===== src/rtl/riscv_pc_unit_pkg.sv =====
// riscv_pc_unit_pkg: next-PC source select, PC unit states and default reset vector.
package riscv_pc_unit_pkg;
    typedef enum logic [2:0] {
        PC_PLUS4,
        PC_J_TARGET,
        PC_BR_TARGET,
        PC_JALR_TARGET,
        PC_HOLD
    } pc_sel_t;

    typedef enum logic [1:0] {
        BOOT,
        RUN,
        PEND
    } pc_state_t;

    localparam logic [31:0] DEFAULT_RESET_VECTOR = 32'h0000_0000;
endpackage


===== src/rtl/riscv_pc_unit_if.sv =====
// riscv_pc_unit_if: fetch-address handshake between the PC unit and instruction memory.
interface riscv_pc_unit_if #(
    parameter int XLEN = 32
);
    logic            fetch_valid;
    logic            fetch_ready;
    logic [XLEN-1:0] pc_out;
    logic [XLEN-1:0] pc_plus4;

    modport master (output fetch_valid, pc_out, pc_plus4, input fetch_ready);
    modport slave  (input fetch_valid, pc_out, pc_plus4, output fetch_ready);
endinterface


===== src/rtl/riscv_pc_unit_next.sv =====
// riscv_pc_next: combinational redirect decode, target selection and alignment check.
module riscv_pc_next
    import riscv_pc_unit_pkg::*;
#(
    parameter int XLEN        = 32,
    parameter int PC_STEP     = 4,
    parameter int ALIGN_CHECK = 1
) (
    input  logic [XLEN-1:0] pc,
    input  pc_sel_t         pc_sel,
    input  logic            br_taken,
    input  logic [XLEN-1:0] target,
    input  logic [XLEN-1:0] pend_tgt,
    output logic            redir,
    output logic            seq,
    output logic [XLEN-1:0] pc_plus,
    output logic [XLEN-1:0] new_tgt,
    output logic [XLEN-1:0] load_tgt,
    output logic            misalign
);
    logic [XLEN-1:0] src;

    assign redir    = pc_sel == PC_J_TARGET || pc_sel == PC_JALR_TARGET || (pc_sel == PC_BR_TARGET && br_taken);
    assign seq      = pc_sel == PC_PLUS4 || (pc_sel == PC_BR_TARGET && !br_taken);
    assign pc_plus  = pc + XLEN'(PC_STEP);
    assign new_tgt  = pc_sel == PC_JALR_TARGET ? {target[XLEN-1:1], 1'b0} : target;
    // A same-cycle redirect supersedes whatever target is latched.
    assign src      = redir ? new_tgt : pend_tgt;
    assign misalign = (ALIGN_CHECK != 0) && (src[1:0] != 2'b00);
    assign load_tgt = misalign ? {src[XLEN-1:2], 2'b00} : src;
endmodule


===== src/rtl/riscv_pc_unit.sv =====
// riscv_pc_unit: fetch-stage PC register with redirect-pending FSM and imem handshake.
// Optional trap entry enabled by defining RISCV_PC_TRAP_EN.
module riscv_pc_unit
    import riscv_pc_unit_pkg::*;
#(
    parameter int              XLEN         = 32,
    parameter logic [XLEN-1:0] RESET_VECTOR = XLEN'(DEFAULT_RESET_VECTOR),
    parameter int              PC_STEP      = 4,
    parameter int              ALIGN_CHECK  = 1
) (
    input  logic            clk,
    input  logic            x_reset,
    input  pc_sel_t         pc_sel,
    input  logic            br_taken,
    input  logic [XLEN-1:0] target,
    input  logic            stall,
`ifdef RISCV_PC_TRAP_EN
    input  logic            trap_req,
    input  logic [XLEN-1:0] trap_vec,
    output logic            trap_taken,
`endif
    riscv_pc_unit_if.master fetch,
    output logic            redirect_pending,
    output logic            misalign_err
);
    pc_state_t       state, state_nx;
    logic [XLEN-1:0] pc, pc_nx, pend_tgt, pend_nx, pc_plus, new_tgt, load_tgt;
    logic            redir, seq, misalign, mis_nx, apply, accept;

    riscv_pc_next #(.XLEN(XLEN), .PC_STEP(PC_STEP), .ALIGN_CHECK(ALIGN_CHECK)) u_next (
        .pc       (pc),
        .pc_sel   (pc_sel),
        .br_taken (br_taken),
        .target   (target),
        .pend_tgt (pend_tgt),
        .redir    (redir),
        .seq      (seq),
        .pc_plus  (pc_plus),
        .new_tgt  (new_tgt),
        .load_tgt (load_tgt),
        .misalign (misalign)
    );

    assign fetch.fetch_valid = state != BOOT;
    assign fetch.pc_out      = pc;
    assign fetch.pc_plus4    = pc_plus;
    assign redirect_pending  = state == PEND;
    assign accept            = fetch.fetch_valid & fetch.fetch_ready & ~stall;

`ifdef RISCV_PC_TRAP_EN
    logic trap_nx;
`endif

    always_comb begin
        state_nx = state;
        pc_nx    = pc;
        pend_nx  = pend_tgt;
        apply    = 1'b0;
        case (state)
            BOOT: state_nx = RUN;
            RUN: begin
                if (redir && fetch.fetch_ready) apply = 1'b1;
                else if (redir) begin
                    pend_nx  = new_tgt;
                    state_nx = PEND;
                end else if (accept && seq) pc_nx = pc_plus;
            end
            PEND: begin
                if (redir) pend_nx = new_tgt;
                // Leaving PEND only needs imem to take the address; stall is irrelevant here.
                if (fetch.fetch_ready) begin
                    apply    = 1'b1;
                    pend_nx  = '0;
                    state_nx = RUN;
                end
            end
            default: state_nx = BOOT;
        endcase
        if (apply) pc_nx = load_tgt;
        mis_nx = apply & misalign;
`ifdef RISCV_PC_TRAP_EN
        trap_nx = trap_req | mis_nx;
        if (trap_nx) begin
            pc_nx    = {trap_vec[XLEN-1:2], 2'b00};
            pend_nx  = '0;
            state_nx = RUN;
        end
`endif
    end

    always_ff @(posedge clk or negedge x_reset) begin
        if (!x_reset) begin
            state        <= BOOT;
            pc           <= RESET_VECTOR;
            pend_tgt     <= '0;
            misalign_err <= 1'b0;
`ifdef RISCV_PC_TRAP_EN
            trap_taken   <= 1'b0;
`endif
        end else begin
            state        <= state_nx;
            pc           <= pc_nx;
            pend_tgt     <= pend_nx;
            misalign_err <= mis_nx;
`ifdef RISCV_PC_TRAP_EN
            trap_taken   <= trap_nx;
`endif
        end
    end
endmodule


===== src/flat_wrapper.sv =====
// flat-port wrapper written by rule: the top's interface ports become plain ports
module riscv_pc_unit_flat import riscv_pc_unit_pkg::*;
#(
    parameter int              XLEN         = 32,
    parameter logic [XLEN-1:0] RESET_VECTOR = XLEN'(DEFAULT_RESET_VECTOR),
    parameter int              PC_STEP      = 4,
    parameter int              ALIGN_CHECK  = 1
)
  (clk, x_reset, pc_sel, br_taken, target, stall, redirect_pending, misalign_err, fetch_fetch_valid, fetch_pc_out, fetch_pc_plus4, fetch_fetch_ready);
  riscv_pc_unit_if #(.XLEN(XLEN)) fetch_i ();
  input  logic clk;
  input  logic x_reset;
  input  pc_sel_t pc_sel;
  input  logic br_taken;
  input  logic [XLEN-1:0] target;
  input  logic stall;
  output logic redirect_pending;
  output logic misalign_err;
  output wire logic [$bits(fetch_i.fetch_valid)-1:0] fetch_fetch_valid;
  output wire logic [$bits(fetch_i.pc_out)-1:0] fetch_pc_out;
  output wire logic [$bits(fetch_i.pc_plus4)-1:0] fetch_pc_plus4;
  input wire logic [$bits(fetch_i.fetch_ready)-1:0] fetch_fetch_ready;
  assign fetch_fetch_valid = fetch_i.fetch_valid;
  assign fetch_pc_out = fetch_i.pc_out;
  assign fetch_pc_plus4 = fetch_i.pc_plus4;
  assign fetch_i.fetch_ready = fetch_fetch_ready;
  riscv_pc_unit #(.XLEN(XLEN), .RESET_VECTOR(RESET_VECTOR), .PC_STEP(PC_STEP), .ALIGN_CHECK(ALIGN_CHECK)) u_core (.clk(clk), .x_reset(x_reset), .pc_sel(pc_sel), .br_taken(br_taken), .target(target), .stall(stall), .fetch(fetch_i), .redirect_pending(redirect_pending), .misalign_err(misalign_err));
endmodule

===== config.mk =====
export PLATFORM = sky130hd
export DESIGN_NAME = riscv_pc_unit_flat
export DESIGN_NICKNAME = d
export VERILOG_FILES = /design/src/rtl/riscv_pc_unit_pkg.sv /design/src/rtl/riscv_pc_unit_if.sv /design/src/rtl/riscv_pc_unit_next.sv /design/src/rtl/riscv_pc_unit.sv /design/src/flat_wrapper.sv
export SDC_FILE = /design/constraint.sdc
export NUM_CORES = 1
export LEC_CHECK = 0
export ABC_CLOCK_PERIOD_IN_PS = 5900
export CORE_ASPECT_RATIO = 0.7
export CORE_MARGIN = 4
export CORE_UTILIZATION = 45
export CTS_CLUSTER_DIAMETER = 60
export CTS_CLUSTER_SIZE = 25
export DETAILED_ROUTE_END_ITERATION = 12
export GPL_TIMING_DRIVEN = 1
export PLACE_DENSITY = 0.8
export SYNTH_ARGS = -nofsm -noshare
export SYNTH_HDL_FRONTEND = slang
export SYNTH_SLANG_ARGS = --single-unit

===== constraint.sdc =====
create_clock -name clk -period 5.9 [get_ports clk]
set_input_delay 1.18 -clock clk [delete_from_list [all_inputs] [get_ports clk]]
set_output_delay 1.18 -clock clk [all_outputs]
set_load 0.01 [all_outputs]

==> flow_metrics.py <==
metrics = {
    "clock_network": {
        "clock_tree.htree_level_count": 3,
        "cts.clk_slew.worst_paths_ps": 60,
        "hold_buffers": 0,
        "numClockSinks": 67,
        "cts_repair_resize_count": 0,
        "cts_root_buffer": "clkbuf_16",
        "clock_insertion_delay_worst_skew_ps": 320,
        "postCtsSetupBuffers": 0,
        "cts_inserted_buffers": 9,
        "clk_path_buf_depth": 2,
        "cts_tree": "done",
    },
    "route": {
        "drt_wl_total_mm": 11.5,
        "post_drt_via_cell_ratio": 5.70,
        "detail_route.first_pass.iterations": 5,
        "drt-wirelength-per-cell_um": 18.1,
        "drt_iter0_markers": 352,
        "route.vias.total": 3612,
        "remaining_drc_errors": 0,
        "final_antenna_net_count": 0,
    },
    "yosys": {
        "synthMostInstantiatedCell": "dfrtp_1",
        "yosys.cell_types.count": 47,
        "compound_gate_fraction_of_synth_area_pct": 7.99,
        "yosys.area_share.xor_xnor_pct": 11.3,
        "synth_fp_nets": 468,
        "netlist_top_cells_count": "67 x dfrtp_1, 54 x mux2i_1, 52 x nand2_1",
        "yosys_warnings": 0,
        "yosysSeqAreaShare_pct": 40.8,
        "synth_top_area_share_pct": 40.8,
        "synth_area_per_cell_sq_um": 9.68,
        "post-synth-top-area-cell": "dfrtp_1",
        "post_synth_main_area_contributors": "dfrtp_1 41%, mux2i_1 13%, xnor2_1 6.8%, nand2_1 4.8%, xor2_1 4.5%",
        "asyncSetResetFlopFracSynth_pct": 100,
        "synthesis_stage_register_bit_count": 67,
        "synthFlopType": "dfrtp_1",
        "synth_adder_area_share_pct": 1.22,
        "largest_family_of_logic_cells_by_synthesized_area": "simple AND/OR/NAND/NOR gates",
        "multiplexer_share_of_the_synthesized_area_pct": 13.4,
        "synth_cells": 424,
        "synth_edf_count": 0,
        "post_synth_instance_area_sq_um": 4110,
        "synth_simple_gate_area_share_pct": 20.3,
    },
    "power": {
        "switching_share_of_power_pct": 38.3,
        "total_leakage_power_nw": 2.44,
        "net-switching-power_mw": 1.02,
        "power.clock.fraction_pct": 22.0,
        "seqPwrFrac_pct": 34.1,
        "power.ir.vdd_worst_uv": 237,
        "pwr_cell_area_nw_per_um2": 483,
        "internal-power_mw": 1.64,
        "share_comb_of_total_power_pct": 44.0,
    },
    "floorplan": {
        "floorplan.core_area_sq_um": 8650,
        "fp.dieArea_sq_um": 10700,
        "pin_count": 107,
        "floorplan.die.width_um": 122,
        "chipHeight_um": 87.9,
        "initial_core_util_pct": 47.4,
        "core.rowCount": 28,
    },
    "grt": {
        "globalRouteTotalUtil_pct": 22.4,
        "first_pass_grt_wire_length_mm": 18.9,
        "grt_start_max_net_pins": 68,
        "grt_antenna_before_repair": 0,
        "grt_pass1_vias": 3632,
        "gr-total-overflow": 0,
    },
    "place": {
        "gp_congestion": 0.846,
        "buffer_ports.inserted": 106,
        "detailedPlace.worstSlack_ps": 2170,
        "dp_hpwl_mm": 8.04,
        "detailed_place.area_sq_um": 5170,
    },
    "timing": {
        "tightestPinTransition_ps": 1060,
        "totalNegativeSetupSlack_ps": 0,
        "finalWorstSetupSlack_ps": 1830,
        "timing_limited_maximum_frequency_mhz": 246,
        "max-slew-margin-rel_pct": 29.4,
        "timing_max_transition_violations_final": 0,
        "period_share_pct": 69.0,
        "final.setup_skew_ps": 7.22,
        "finalHoldViolCount": 0,
        "rsz_0062_raised_after_global_routing": "no",
        "setup_viol": 0,
        "min_tclk_post_route_ps": 4070,
    },
    "critical_path": {
        "path_cells": "and4_1 > nand4_4 > nor3_2 > nand4_1 > xnor2_1 > clkdlybuf4s50_1",
        "worstPathRequired_ps": 4720,
        "worst_setup_path_start_kind": "register",
        "timing.critical_path.slowest_cell_delay_ps": 560,
        "timing.reg2reg.setup_slack_ps": 3240,
        "critical_path.endpoint_type": "output port",
        "worst-setup-path-type": "reg2out",
        "critical-path-slowest-cell": "clkdlybuf4s50_1",
        "crit_fanout": 10,
        "arrival_ps": 2890,
    },
    "cells_and_area": {
        "layout-area-overhead-vs-synth_pct": 33.9,
        "layout-drive-gt1-share_pct": 7.39,
        "final_area_sq_um": 5500,
        "antenna_cells": 0,
        "nNetsFinal": 553,
        "regArea_sq_um": 1680,
        "multi_input_logic_area_sq_um": 2230,
        "n_fill_cell": 731,
    },
    "outcome": {
        "run_status": "complete, no violations",
    },
    "min_path": {
        "hold_class": "reg2reg",
    },
    "run": {
        "max-cap-violations": 0,
    },
}
==> cells in the final DEF (no fill, tap or decap), types with 3 or more instances in the layout <==
cell	synthesis	layout
xor2_1	21	21
and4_1	5	5
o21ai_0	36	36
nor3_1	13	13
inv_1	7	7
nand4_1	13	13
dfrtp_1	67	67
clkbuf_16	0	9
and3_1	3	3
clkdlybuf4s50_1	0	105
a22o_1	3	3
mux2i_1	54	54
nor4_1	3	3
nor4_4	3	3
and2_1	4	4
ha_1	4	4
nor2_1	15	15
nand3_1	21	21
xnor2_1	32	32
nand2_1	52	52
==> routing by layer <==
layer	up-vias	GRT usage [%]	wire length, um
li1	1657	-	-
met1	1730	30.7	5080
met2	204	35.3	5130
met3	21	6.20	1110
met4	0	6.10	175
met5	-	0	0
==> critical path: cells and delay by family, from the launching register on <==
kind,cells,cell delay [ps]
and+or+nand+nor,4,1310
buffers and inverters,1,560
DFF,1,530
xor gates and xnor gates,1,180
==> layout make-up <==
cell class | instances | share of cell area [%]
Clock buffer | 10 | 4.35
Multi-Input combinational cell | 315 | 40.5
Inverter | 7 | 0.478
Clock inverter | 6 | 1.62
Sequential cell | 67 | 30.5
Timing Repair Buffer | 109 | 19.8
Tap cell | 120 | 2.73
==> flip-flops by register name, indices dropped and copies added, names as in the netlist <==
name and cells:
u_core.fetch.pc_out 32, u_core.state 2, u_core.misalign_err 1, u_core.pend_tgt 32
==> through the flow <==
stage / total power, mW / instances / util [%] / hold WS (ps)
finish: 2.66 / 634 / 63.5 / 479
detailed placement: 2.07 / 618 / 59.7 / 470
floorplan: 1.49 / 424 / - / 450
CTS: 2.67 / 634 / 63.5 / 483
global placement: 2.03 / 618 / 59.7 / 461
global route: 2.82 / 634 / 63.5 / 501
==> worst paths after layout <==
| kind | cells after the start | endpoint | startpoint |
|---|---|---|---|
| hold reg to reg | 2 | u_core.pend_tgt[24] | u_core.pend_tgt[24] |
| hold / removal | 2 | u_core.pend_tgt[24] | u_core.pend_tgt[24] |
| max in group asynchronous | 2 | u_core.fetch.pc_out[11] | x_reset |
| setup / recovery | 6 | fetch_pc_plus4[30] | u_core.fetch.pc_out[10] |
| setup reg to reg | 7 | u_core.fetch.pc_out[20] | u_core.state[1] |
| min in group asynchronous | 2 | u_core.fetch.pc_out[14] | x_reset |
==> kinds of logic (layout without fill, tap and decap cells) <==
group | Yosys count | count (layout)
flops | 67 | 67
buf+inv | 42 | 132
simple gates | 148 | 148
xor+xnor | 53 | 53
compound gates | 55 | 55
mux | 55 | 55
fa+ha+maj | 4 | 4
==> power by group through the flow <==
stage	Sequential, mW	Clock, mW	Combinational (mW)
final	0.905	0.584	1.17
after global routing	0.936	0.615	1.27
after CTS	0.900	0.592	1.18
after detailed placement	0.904	0	1.17
after global placement	0.892	0	1.13
after floorplan	0.825	0	0.666
Note: power is estimated with default switching activity, not from simulation.
